**src/rtl/udp_oe_tx_sched.sv**
```systemverilog
// Round-robin packet scheduler for the UDP offload engine TX path: header phase, then one packet of payload.
// Optional packet counter enabled by defining UDPOE_TX_SCHED_STATS_EN.
module udp_oe_tx_sched #(
  parameter int NUM_CHAN = 4,
  parameter int CNT_W    = 12
) (
  input  logic                      clk,
  input  logic                      rst_n,
  input  logic [NUM_CHAN-1:0]       chan_en,
  input  logic [NUM_CHAN*CNT_W-1:0] chan_words,
  input  logic [15:0]               payload_bytes,
  output logic                      hdr_start,
  output logic [1:0]                hdr_chan,
  input  logic                      hdr_done,
  output logic [NUM_CHAN-1:0]       fifo_rd,
  output logic                      tx_valid,
  output logic                      tx_last,
  input  logic                      tx_ready,
  output logic                      busy,
  output logic [31:0]               pkts_sent
);

  localparam int          CMP_W = (CNT_W > 14) ? CNT_W : 14;
  localparam int unsigned NC    = NUM_CHAN;

  typedef enum logic [1:0] {S_IDLE, S_HDR, S_PAY, S_GAP} state_t;

  state_t      state, state_nxt;
  logic [1:0]  grant, last_grant, sel;
  logic        hdr_first;
  logic [13:0] rem, words;
  logic [16:0] bytes_rnd;
  logic [3:0]  elig, rd4;
  logic        any_elig;

  always_comb begin
    bytes_rnd = {1'b0, payload_bytes} + 17'd7;
    words     = (payload_bytes == 16'd0) ? 14'd2 : bytes_rnd[16:3];
  end

  // Eligibility padded to 4 bits so the 2-bit channel index always selects exactly.
  for (genvar g = 0; g < 4; g++) begin : g_elig
    if (g < NUM_CHAN) begin : g_on
      assign elig[g] = chan_en[g] &&
                       (CMP_W'(chan_words[g*CNT_W +: CNT_W]) >= CMP_W'(words));
    end else begin : g_off
      assign elig[g] = 1'b0;
    end
  end

  always_comb begin
    sel      = last_grant;
    any_elig = 1'b0;
    for (int unsigned i = 0; i < 4; i++) begin
      if (!any_elig && elig[2'((32'(last_grant) + 32'd1 + i) % NC)]) begin
        sel      = 2'((32'(last_grant) + 32'd1 + i) % NC);
        any_elig = 1'b1;
      end
    end
  end

  always_ff @(posedge clk or negedge rst_n) begin
    if (!rst_n) begin
      state      <= S_IDLE;
      grant      <= '0;
      last_grant <= 2'(NUM_CHAN - 1);
      rem        <= '0;
      hdr_first  <= 1'b0;
    end else begin
      state     <= state_nxt;
      hdr_first <= 1'b0;
      if (state == S_IDLE && any_elig) begin
        grant      <= sel;
        last_grant <= sel;
        rem        <= words;
        hdr_first  <= 1'b1;
      end else if (state == S_PAY && tx_ready) begin
        rem <= rem - 14'd1;
      end
    end
  end

  always_comb begin
    state_nxt = state;
    case (state)
      S_IDLE: if (any_elig) state_nxt = S_HDR;
      S_HDR:  if (!hdr_first && hdr_done) state_nxt = S_PAY;
      S_PAY:  if (tx_ready && rem == 14'd1) state_nxt = S_GAP;
      S_GAP:  state_nxt = S_IDLE;
      default: state_nxt = S_IDLE;
    endcase
  end

  always_comb begin
    hdr_start = (state == S_HDR) && hdr_first;
    busy      = (state != S_IDLE);
    tx_valid  = (state == S_PAY);
    tx_last   = tx_valid && (rem == 14'd1);
    hdr_chan  = grant;
    rd4       = '0;
    if (tx_valid && tx_ready) rd4[grant] = 1'b1;
    fifo_rd   = rd4[NUM_CHAN-1:0];
  end

`ifdef UDPOE_TX_SCHED_STATS_EN
  logic [31:0] pkt_cnt;

  always_ff @(posedge clk or negedge rst_n) begin
    if (!rst_n) pkt_cnt <= '0;
    else if (tx_valid && tx_ready && tx_last) pkt_cnt <= pkt_cnt + 32'd1;
  end

  assign pkts_sent = pkt_cnt;
`else
  assign pkts_sent = '0;
`endif

endmodule

```
**config.mk**
```make
export PLATFORM = sky130hd
export DESIGN_NAME = udp_oe_tx_sched
export DESIGN_NICKNAME = d
export VERILOG_FILES = /design/src/rtl/udp_oe_tx_sched.sv
export SDC_FILE = /design/constraint.sdc
export NUM_CORES = 1
export LEC_CHECK = 0
export CORE_MARGIN = 5
export CORE_UTILIZATION = 44
export DETAILED_ROUTE_END_ITERATION = 6
export PLACE_DENSITY_LB_ADDON = 0.1
export REMOVE_ABC_BUFFERS = 1
export SLEW_MARGIN = 20
export SYNTH_ARGS = -nofsm -noshare
export SYNTH_HDL_FRONTEND = slang
export SYNTH_SLANG_ARGS = --single-unit
```
**constraint.sdc**
```tcl
create_clock -name clk -period 2.8 [get_ports clk]
set_clock_uncertainty 0.05 [all_clocks]
set_input_delay 0.7 -clock clk [delete_from_list [all_inputs] [get_ports clk]]
set_output_delay 0.7 -clock clk [all_outputs]
set_load 0.01 [all_outputs]
```
==> results of run 1 <==
## stage by stage
step | setup TNS [ns] | util, % | hold WS (ns) | area [um^2]
detailed placement | -31.57 | 64.3 | 0.479 | 4010
CTS | -14.29 | 73.4 | 0.500 | 4580
finish | -14.89 | 77.7 | 0.501 | 4850
global route | -17.61 | 77.7 | 0.530 | 4850
floorplan | -22.78 | - | 0.354 | 2620
global placement | -30.51 | 64.3 | 0.481 | 4010
## worst min-delay path by stage
| stage | cells after the start | slack, ns | from | endpoint |
|---|---|---|---|---|
| 2_1_floorplan | 0 | 0.35 | rst_n | hdr_chan[0] |
| 3_3_place_gp | 2 | 0.48 | rem[13] | rem[13] |
| 6_report | 2 | 0.50 | rem[13] | rem[13] |
| 3_5_place_dp | 2 | 0.48 | rem[13] | rem[13] |
| 4_1_cts | 2 | 0.50 | rem[13] | rem[13] |
| 5_1_grt | 2 | 0.53 | rem[13] | rem[13] |
## sequential cells by signal (all words and copies together) (netlist names)
name	flops
rem	14
hdr_chan	2
last_grant	2
state	2
hdr_first	1
## metal layers
metal	GRT usage, %	wire length, um
met1	27.4	3750
met4	13.5	393
met2	41.0	5020
met3	2.10	527
met5	0	0
## critical path: stages
cell       delay (ns)
buf_6            0.09
o31a_1           0.31
and3_4           0.18
buf_6            0.13
nand3_2          0.07
xor2_1           0.23
buf_4            0.20
buf_4            0.11
ha_1             0.24
nand3_2          0.08
a21boi_2         0.07
a2111oi_4        0.29
a21oi_4          0.14
buf_6            0.15
nand3b_1         0.10
a32oi_2          0.14
o311ai_4         0.30
o21ai_1          0.11
## kinds of logic (layout without fill, tap and decap cells)
kind of cell,Yosys count,in the layout,share of synthesized area [%]
AND/OR/NAND/NOR,114,114,20.2
AO/OA/AOI/OAI,71,73,17.0
adder cells (fa/ha/maj),53,53,23.8
buffers and inverters,51,177,12.0
XOR/XNOR,24,24,7.54
flip-flops,21,21,18.9
other,1,32,0.135
multiplexers,1,1,0.359
## layout make-up
cell class | instances | area [um^2] | share of cell area (%)
Inverter | 13 | 48.8 | 1.01
Clock inverter | 1 | 5.00 | 0.103
Sequential cell | 21 | 528 | 10.9
Tap cell | 77 | 96.3 | 1.99
Clock buffer | 3 | 41.3 | 0.851
Timing Repair Buffer | 160 | 1450 | 29.8
Multi-Input combinational cell | 297 | 2680 | 55.3
## synth_stat cells (3+ instances only)
library cell	number
o21a_1	3
nand4_1	6
nand2b_1	4
a211oi_1	3
inv_1	13
nand3_1	16
nor3_1	10
ha_1	53
a21oi_1	25
buf_4	32
nor2_1	32
nand2_1	20
dfrtp_1	19
nor4_1	6
a21o_1	3
o21ai_1	3
and2_1	4
xnor2_1	9
and3_1	4
buf_6	3
xor2_1	15
o21ai_0	11
## repair_timing
action | in CTS | in global routing
gates resized for setup | 117 | 49
cloned | 2 | 0
pin swaps | 58 | 27
setup buffers | 15 | 1
endpoints found under the setup margin | 23 | 25
endpoints found under the hold margin | 0 | 0
## where the power goes
| part | switching, W | internal [W] | total (W) |
|---|---|---|---|
| sequential | 0.000125 | 0.000444 | 0.000569 |
| clock | 0.000101 | 0.0000992 | 0.000200 |
| combinational | 0.000654 | 0.000673 | 0.00133 |
| total | 0.000879 | 0.00122 | 0.00210 |
==> impl_results.md, run 1 <==
* Synth warnings at 0
* Total power per unit cell area at 432 mW/mm^2
* Initial Utilization at 44.7%
* Initial antenna violation count at 0
* Worst-path clk slew at 0.08 ns
* Final setup violation count at 21
* CP required at 2.88 ns
* Post-synth EDFFs at 0
* P_leak at 2.15 nW
* Final worst slack at -0.758 ns
* Distinct cells, synth at 52
* Share of cells above drive strength 1 at 37.2%
* Fillers at 416
* FF-to-FF path depth at 11
* Status: complete, but fails checks
* Antenna viol nets, final at 0
* Grt ovf at 0
* Reg2reg end: rem[11]
* Total CTS buffers at 3
* Biggest area consumer among synthesized cells: ha_1
* Placement Rows at 29
* Ports at 114
* Pins over their slew limit at 0
* CTS tree: yes
* HP Class: reg -> reg
* Main synth FF type: dfrtp_1
* Synthesized instance count at 336
* Per-cell routed wire length at 16.9 um
* Largest cells by area after synthesis: ha_1 (24%), dfrtp_1 (17%), buf_4 (8.6%), xor2_1 (4.7%), a21oi_1 (4.5%)
* DRC Markers at 0
* Ant. Diodes at 0
* Commonest cells after routing, fill and taps aside: buf_4 (72), clkdlybuf4s50_1 (60), ha_1 (40), conb_1 (32), nor2_1 (25)
* Crit path launch type: primary input
* RSZ-0062 raised after global routing: true
* Port bufs at 81
* Mapped Avg Cell Area at 8.30 um^2
* Total GRT Usage at 23.3%
* Starting DRC count in detailed routing at 127
* H-tree depth at 1
* Worst Setup SP: payload_bytes[0]
* Setup CP Type: in -> reg
* Commonest non-fill, non-tap cell in the layout: buf_4
* Post-synth top area share at 23.8%
* Total Power at 0.00210 W
* VDD IR-drop max at 487 uV
* Final WL at 9690 um
* Die Ht at 89.6 um
* Gpl congestion at 0.904
* Synthesis-stage register bit count at 21
* Dpl ws at -1.58 ns
* Final Hold Violating Endpoints at 0
* Worst R2R Start: state[0]
* Clk root buf: clkbuf_8
* Layout overhead on the synthesized area at 74.0%
* Vias in the first global route at 3219
* TritonCTS Sinks at 21
* Longest Clk Path Bufs at 2
* Failing checks: negative setup slack
* Largest net degree at the start of global routing at 22
* Ys async rst share at 100%
* Final nets at 621
* WP data arrival at 3.64 ns
* Layout Cells excl Fill at 572
* CP Capture Point: hdr_chan[1]
* Die width at 89.6 um
* Vias per cell at 5.42
* CTS Hold Buffers Added at 0
* Core area at 0.00624 mm^2
* Hpwl dp at 6870 um
* Fmax at 0.281 GHz
* Mapped cell area at 0.00279 mm^2
* DR vias at 3100
* Router iterations before antenna repair at 4
* First-pass GRT wire length at 14600 um
* Tcrit/Tclk final at 127%
* Placed cells at 552
* R2r setup slk at 0.45 ns
* Max Fanout on Critical Path at 5
* Clk_lat worst skew at 0.27 ns
* Crit. End Element: register
* Fin crit period at 3.56 ns
* Die ar. at 0.00803 mm^2
* Post-synthesis sequential area ratio at 18.9%
* Maxcap violations at 0
Note: power is estimated with default switching activity, not from simulation.
==> run 2, diff against run 1 <==
--- a/config.mk
+++ b/config.mk
@@ -6,10 +6,10 @@
 export NUM_CORES = 1
 export LEC_CHECK = 0
 export CORE_MARGIN = 5
-export CORE_UTILIZATION = 44
+export CORE_UTILIZATION = 48
+export CTS_BUF_LIST = sky130_fd_sc_hd__clkbuf_4 sky130_fd_sc_hd__clkbuf_8 sky130_fd_sc_hd__clkbuf_16
 export DETAILED_ROUTE_END_ITERATION = 6
 export PLACE_DENSITY_LB_ADDON = 0.1
-export REMOVE_ABC_BUFFERS = 1
 export SLEW_MARGIN = 20
 export SYNTH_ARGS = -nofsm -noshare
 export SYNTH_HDL_FRONTEND = slang
==> constraint.sdc (replaced) <==
create_clock -name clk -period 4.6 [get_ports clk]
set_clock_uncertainty 0.05 [all_clocks]
set_input_delay 1.15 -clock clk [delete_from_list [all_inputs] [get_ports clk]]
set_output_delay 1.15 -clock clk [all_outputs]
set_load 0.01 [all_outputs]
==> impl_results.md, run 2 (synthesis gave the netlist of run 1 again) <==
* Fmax at 0.225 GHz
* Largest net degree at the start of global routing at 31 (+41%)
* VDD IR-drop max at 202 uV (-59%)
* Core area at 0.00557 mm^2 (-11%)
* Worst R2R Start: state[0]
* DRC Markers at 0 (unchanged)
* Max Fanout on Critical Path at 8 (+3)
* Slew @ Worst Pin at 0.915 ns
* Internal power at 0.000647 W (-47%)
* Hpwl dp at 6820 um (-0.64%)
* Crit. End Element: register
* TritonCTS Sinks at 21 (unchanged)
* Clk_lat worst skew at 0.25 ns (-0.02 ns)
* Per-cell routed wire length at 15.0 um (-11%)
* Router iterations before antenna repair at 4 (unchanged)
* Ant. Diodes at 0 (unchanged)
* First-pass GRT wire length at 12700 um (-13%)
* H-tree depth at 1 (unchanged)
* Final WL at 8000 um (-17%)
* Grt ovf at 0 (unchanged)
* Clk root buf: clkbuf_8
* CP required at 4.68 ns (+1.80 ns)
* Fin crit period at 4.45 ns
* Commonest non-fill, non-tap cell in the layout: clkdlybuf4s50_1
* Die ar. at 0.00743 mm^2 (-7.4%)
* Total Power at 0.00109 W (-48%)
* Cell area after layout at 0.00399 mm^2 (-18%)
* Setup CP Type: in -> reg
* Longest Clk Path Bufs at 2 (unchanged)
* Share of cells above drive strength 1 at 14.8% (-22 points)
* Die Ht at 86.2 um (-3.8%)
* Flip-flop count of the largest register after layout at 14 (unchanged)
* P_leak at 1.80 nW (-16%)
* Vias in the first global route at 2830 (-12%)
* Initial Utilization at 50.0% (+5.3 points)
* Largest Register: rem
* Final nets at 586 (-5.6%)
* RSZ-0062 raised after global routing: false
* Antenna viol nets, final at 0 (unchanged)
* Initial antenna violation count at 0 (unchanged)
* Worst Setup SP: payload_bytes[2]
* Total CTS buffers at 3 (unchanged)
* Total GRT Usage at 20.9% (-2.4 points)
* CP Capture Point: hdr_chan[1]
* Ports at 114 (unchanged)
* HP Class: reg -> reg
* Reg2reg end: rem[11]
* Crit path launch type: primary input
* Placement Rows at 27 (-6.9%)
* Port bufs at 81 (unchanged)
* Max_slew headroom at 38.8%
* Maxcap violations at 0 (unchanged)
* Layout overhead on the synthesized area at 43.3%
* Commonest cells after routing, fill and taps aside: clkdlybuf4s50_1 (80), ha_1 (53), buf_4 (44), conb_1 (32), nor2_1 (31)
* Pins over their slew limit at 0 (unchanged)
* WP data arrival at 4.53 ns (+0.89 ns)
* Register share of total power at 32.4% (+5.3 points)
* Final Hold Violating Endpoints at 0 (unchanged)
* Die width at 86.2 um (-3.8%)
* DR vias at 2859 (-7.8%)
* Tcrit/Tclk final at 96.6%
* Switching Share at 40.7% (-1.3 points)
* Starting DRC count in detailed routing at 204 (+61%)
* Combinational fraction of design power at 56.1% (-7.2 points)
* Clock network fraction of total power at 11.5% (+2.0 points)
* Placed cell areas at 0.00384 mm^2 (-4.3%)
* Total power per unit cell area at 273 mW/mm^2 (-37%)
* Worst-path clk slew at 0.07 ns (about the same)
* CTS tree: yes
* R2r setup slk at 2.25 ns (+1.80 ns)
* FF-to-FF path depth at 10 (-1)
* Status: complete, no violations
* Vias per cell at 5.37 (-0.84%)
* P_sw at 0.000444 W (-50%)
* Gpl congestion at 0.862 (-4.7%)
* Final setup violation count at 0 (-100%)
[run 2: cell types whose count changed in the layout (fill, tap and decap cells not counted), sizes merged]
cell / previous run / this run
buf: 86 / 44
clkdlybuf4s50: 60 / 80
clkinv: 1 / 0
dlygate4sd2: 10 / 0
dlymetal6s2s: 3 / 1
[run 2: power by group through the flow]
stage / combinational, W / clock (W) / sequential (W)
floorplan: 0.000390 / 0 / 0.000331
global placement: 0.000567 / 0 / 0.000349
detailed placement: 0.000584 / 0 / 0.000355
CTS: 0.000589 / 0.000126 / 0.000352
global route: 0.000685 / 0.000135 / 0.000366
finish: 0.000612 / 0.000125 / 0.000353
[run 2: worst min-delay path by stage]
stage / start / end / slack (ns) / cells after the start
6_report: rem[12] / rem[12] / 0.50 / 2
5_1_grt: rem[13] / rem[13] / 0.54 / 2
4_1_cts: rem[12] / rem[12] / 0.50 / 2
3_5_place_dp: rem[13] / rem[13] / 0.47 / 2
3_3_place_gp: rem[12] / rem[12] / 0.48 / 2
2_1_floorplan: rem[13] / rem[13] / 0.45 / 2
[run 2: layer usage]
metal / vias to the layer above / track usage, % / wire, um / share of wire, %
li1: 1413 / - / - / -
met1: 1348 / 25.5 / 3250 / 41
met2: 89 / 39.9 / 4200 / 53
met3: 9 / 1.90 / 453 / 5.7
met4: 0 / 3.68 / 90 / 1.1
met5: - / 0 / 0 / 0
[run 2: worst max-delay path: stages]
cell and delay (ns):
clkdlybuf4s50_1 0.42, o31a_1 0.32, and3_1 0.19, buf_4 0.16, nand3_1 0.09, xor2_1 0.15
buf_4 0.14, ha_1 0.24, and4_1 0.20, nand4_1 0.09, o221ai_1 0.13, a221o_1 0.34
or2_4 0.28, o311a_4 0.41, o311ai_1 0.11, o21ai_1 0.11
[run 2: timing repair]
| action | CTS | global route |
|---|---|---|
| pin swaps | 0 | 3 |
| hold buffers | 0 | 0 |
| endpoints found under the setup margin | 4 | 21 |
| gates cloned | 0 | 2 |
| buffers inserted | 0 | 1 |
| gates resized for setup | 2 | 14 |
[run 2: stage by stage]
step / TNS (ns) / instances / hold WS, ns / utilization [%] / setup slack, ns
final: 0 / 532 / 0.495 / 71.6 / 0.155
after global routing: 0 / 532 / 0.543 / 71.6 / 0.0150
after CTS: 0 / 529 / 0.497 / 70.0 / 0.0679
after detailed placement: -4.77 / 525 / 0.473 / 68.9 / -0.294
after global placement: -2.97 / 525 / 0.477 / 68.9 / -0.197
after floorplan: 0 / 367 / 0.446 / - / 0.0611
[run 2: layout make-up]
| type | count | area, um^2 |
|---|---|---|
| clock buffer | 4 | 48.8 |
| fill | 474 | 1580 |
| inverter | 13 | 48.8 |
| multi-input combinational | 297 | 2130 |
| sequential | 21 | 528 |
| tap | 72 | 90.1 |
| timing repair buffer | 125 | 1140 |
==> run 3, diff against run 2 <==
--- a/config.mk
+++ b/config.mk
@@ -5,10 +5,12 @@
 export SDC_FILE = /design/constraint.sdc
 export NUM_CORES = 1
 export LEC_CHECK = 0
+export ABC_AREA = 1
 export CORE_MARGIN = 5
-export CORE_UTILIZATION = 48
+export CORE_UTILIZATION = 51
 export CTS_BUF_LIST = sky130_fd_sc_hd__clkbuf_4 sky130_fd_sc_hd__clkbuf_8 sky130_fd_sc_hd__clkbuf_16
 export DETAILED_ROUTE_END_ITERATION = 6
+export GPL_TIMING_DRIVEN = 0
 export PLACE_DENSITY_LB_ADDON = 0.1
 export SLEW_MARGIN = 20
 export SYNTH_ARGS = -nofsm -noshare
==> impl_results.md, run 3 <==
* Post-synth EDFFs at 0 (unchanged)
* CTS tree: yes
* Die width at 90.8 um (+5.3%)
* Share of cells above drive strength 1 at 11.7% (-3.1 points)
* Setup TNS at 0 ns (unchanged)
* Fmax at 0.229 GHz (+1.7%)
* Commonest cells after routing, fill and taps aside: nand2_1 (135), inv_1 (80), clkdlybuf4s50_1 (76), ha_1 (53), nor2_1 (45)
* Placement Rows at 29 (+7.4%)
* DRC Markers at 0 (unchanged)
* CTS Hold Buffers Added at 0 (unchanged)
* H-tree depth at 1 (unchanged)
* Metal-1 WL at 3410 um (+4.8%)
* Port bufs at 81 (unchanged)
* DR vias at 3553 (+24%)
* Tcrit/Tclk final at 95.0% (-1.7 points)
* Vias per cell at 4.95 (-7.9%)
* Longest Clk Path Bufs at 2 (unchanged)
* Met3 Routed Length at 425 um (-6.2%)
* Crit path largest cell delay at 0.50 ns (+0.08 ns)
* Ant. Diodes at 0 (unchanged)
* Switching Share at 49.1% (+8.4 points)
* Post-synthesis sequential area ratio at 15.9% (-3.1 points)
* Initial antenna violation count at 0 (unchanged)
* Final setup violation count at 0 (unchanged)
* Dpl ws at -0.284 ns (+0.0107 ns)
* Crit path launch type: primary input
* Ys async rst share at 100% (unchanged)
* HP Class: reg -> reg
* WP data arrival at 4.47 ns (-0.06 ns)
* Mapped cell area at 0.00333 mm^2 (+19%)
* Layout overhead on the synthesized area at 36.0%
* Commonest cells post-synth: nand2_1 (140), inv_1 (81), ha_1 (53)
* Crit. End Element: register
* Synth warnings at 0 (unchanged)
* Post-synth top area share at 19.9% (-3.9 points)
* RSZ-0062 raised after global routing: true
* VDD IR-drop max at 387 uV (+91%)
* Slew @ Worst Pin at 0.954 ns (+0.0387 ns)
* Combinational fraction of design power at 70.4% (+14 points)
* Final worst slack at 0.231 ns (+0.0760 ns)
* First-pass GRT wire length at 14500 um (+14%)
* Largest cells by area after synthesis: ha_1 (20%), nand2_1 (16%), dfrtp_1 (14%), inv_1 (9.1%), buf_4 (7.2%)
* Final nets at 767 (+31%)
* Distinct cells, synth at 34 (-35%)
* Synthesis-stage register bit count at 21 (unchanged)
* Total GRT Usage at 20.4% (-0.52 points)
* Antenna viol nets, final at 0 (unchanged)
* TritonCTS Sinks at 21 (unchanged)
* Total power per unit cell area at 365 mW/mm^2 (+34%)
* CP required at 4.70 ns (+0.02 ns)
* Register share of total power at 21.9% (-11 points)
* Highest routed metal layer: met4
* Max Fanout on Critical Path at 8 (unchanged)
* Total CTS buffers at 3 (unchanged)
* Cell area after layout at 0.00453 mm^2 (+13%)
* Flip-flop count of the largest register after layout at 14 (unchanged)
* Placed cell areas at 0.00435 mm^2 (+13%)
* Pins over their slew limit at 0 (unchanged)
* Setup CP Type: in -> reg
* Biggest area consumer among synthesized cells: ha_1
* P_sw at 0.000810 W (+83%)
* Grt ovf at 0 (unchanged)
* Maxcap violations at 0 (unchanged)
* Fin crit period at 4.37 ns (-0.0760 ns)
* Hpwl dp at 7380 um (+8.1%)
* Cell mode on critical path: inv_1
* Vias in the first global route at 3385 (+20%)
* Initial Utilization at 52.4% (+2.4 points)
* Starting DRC count in detailed routing at 143 (-30%)
* Synthesized instance count at 520 (+55%)
* Router iterations before antenna repair at 4 (unchanged)
* Ports at 114 (unchanged)
* P_leak at 2.53 nW (+40%)
* Top-count cell post-synth: nand2_1
* Layout Cells excl Fill at 718 (+35%)
* Internal power at 0.000841 W (+30%)
* Largest Register: rem
* Core area at 0.00635 mm^2 (+14%)
* Max_slew headroom at 36.2% (-2.6 points)
* Main synth FF type: dfrtp_1
* WL met2 at 4720 um (+12%)
* Die Ht at 90.8 um (+5.3%)
* Mapped Avg Cell Area at 6.40 um^2 (-23%)
* Clk_lat worst skew at 0.26 ns (about the same)
* Largest net degree at the start of global routing at 22 (-29%)
* Final Hold Violating Endpoints at 0 (unchanged)
* Commonest non-fill, non-tap cell in the layout: nand2_1
* Clock network fraction of total power at 7.7% (-3.8 points)
* Status: complete, no violations
* Final WL at 8680 um (+8.5%)
* Placed cells at 709 (+35%)
* Per-cell routed wire length at 12.1 um (-20%)
* Slowest CP cell: clkdlybuf4s50_1
* Worst-path clk slew at 0.08 ns (about the same)
* Die ar. at 0.00824 mm^2 (+11%)
* WHS at 0.455 ns (-0.0404 ns)
* Clk root buf: clkbuf_8
* Gpl congestion at 0.865 (+0.38%)
run 3: cell count changes after synthesis, moves of 4 or more:
cell	delta
nand3_2	+4
nand4_1	+7
nor2_1	+18
nand2_1	+120
and2_1	-4
xnor2_1	-5
nand2b_1	-4
nand3_1	+27
a21oi_1	-7
inv_1	+68
o21ai_0	-5
xor2_1	-7
run 3: logic make-up (layout without fill, tap and decap cells):
kind of cell               Yosys count  count (layout)  share of synthesized area (%)
and+or+nand+nor                    281             281                           38.1
DFF                                 21              21                           15.9
buffers and inverters              120             210                           17.6
xor gates and xnor gates            12              12                           3.16
other                                1              32                          0.113
adders and majority gates           53              53                           19.9
AOI/OAI and AO/OA                   32              32                           5.22
run 3: power by group through the flow:
stage          clock [W]  combinational (W)  sequential (W)
3_3_place_gp           0            0.00102        0.000361
3_5_place_dp           0            0.00106        0.000363
5_1_grt         0.000136            0.00133        0.000377
4_1_cts         0.000129            0.00107        0.000361
6_report        0.000127            0.00116        0.000362
2_1_floorplan          0           0.000769        0.000350
run 3: path summary, 6_finish.rpt:
kind,startpoint,endpoint,slack [ns],cells after the start
worst max-delay path,payload_bytes[6],rem[0],0.23,27
worst min-delay path,last_grant[1],last_grant[1],0.46,2
worst max register to register,last_grant[0],rem[11],2.34,10
worst min register to register,last_grant[1],last_grant[1],0.46,2
max in group asynchronous,rst_n,rem[7],2.55,1
min in group asynchronous,rst_n,hdr_first,1.37,1
run 3: timing repair:
item,in CTS,in global routing
gates resized for setup,1,24
setup endpoints to repair,3,21
setup buffers,0,5
pin swaps,0,6
run 3: cell type report:
| cell class | count | area, um^2 |
|---|---|---|
| multi-input combinational | 410 | 2400 |
| fill | 544 | 1820 |
| timing repair buffer | 86 | 861 |
| sequential | 21 | 528 |
| inverter | 82 | 310 |
| buffer | 38 | 285 |
| tap | 77 | 96.3 |
| clock buffer | 4 | 48.8 |
run 3: metal layers:
layer,vias up,global-route usage (%)
li1,1843,-
met4,0,5.50
met5,-,0
met1,1591,24.0
met2,106,38.9
met3,13,1.75
run 3: critical path, delay by kind of cell:
family / cells / cell delay (ns)
buffers and inverters: 7 / 1.01
AND/OR/NAND/NOR: 17 / 1.80
adder cells (fa/ha/maj): 1 / 0.29
AO/OA/AOI/OAI: 2 / 0.21
run 3: stage by stage:
step,util (%),total power [W]
after CTS,69.4,0.00156
after floorplan,-,0.00112
after global routing,71.3,0.00184
after detailed placement,68.6,0.00142
after global placement,68.6,0.00138
final,71.3,0.00165
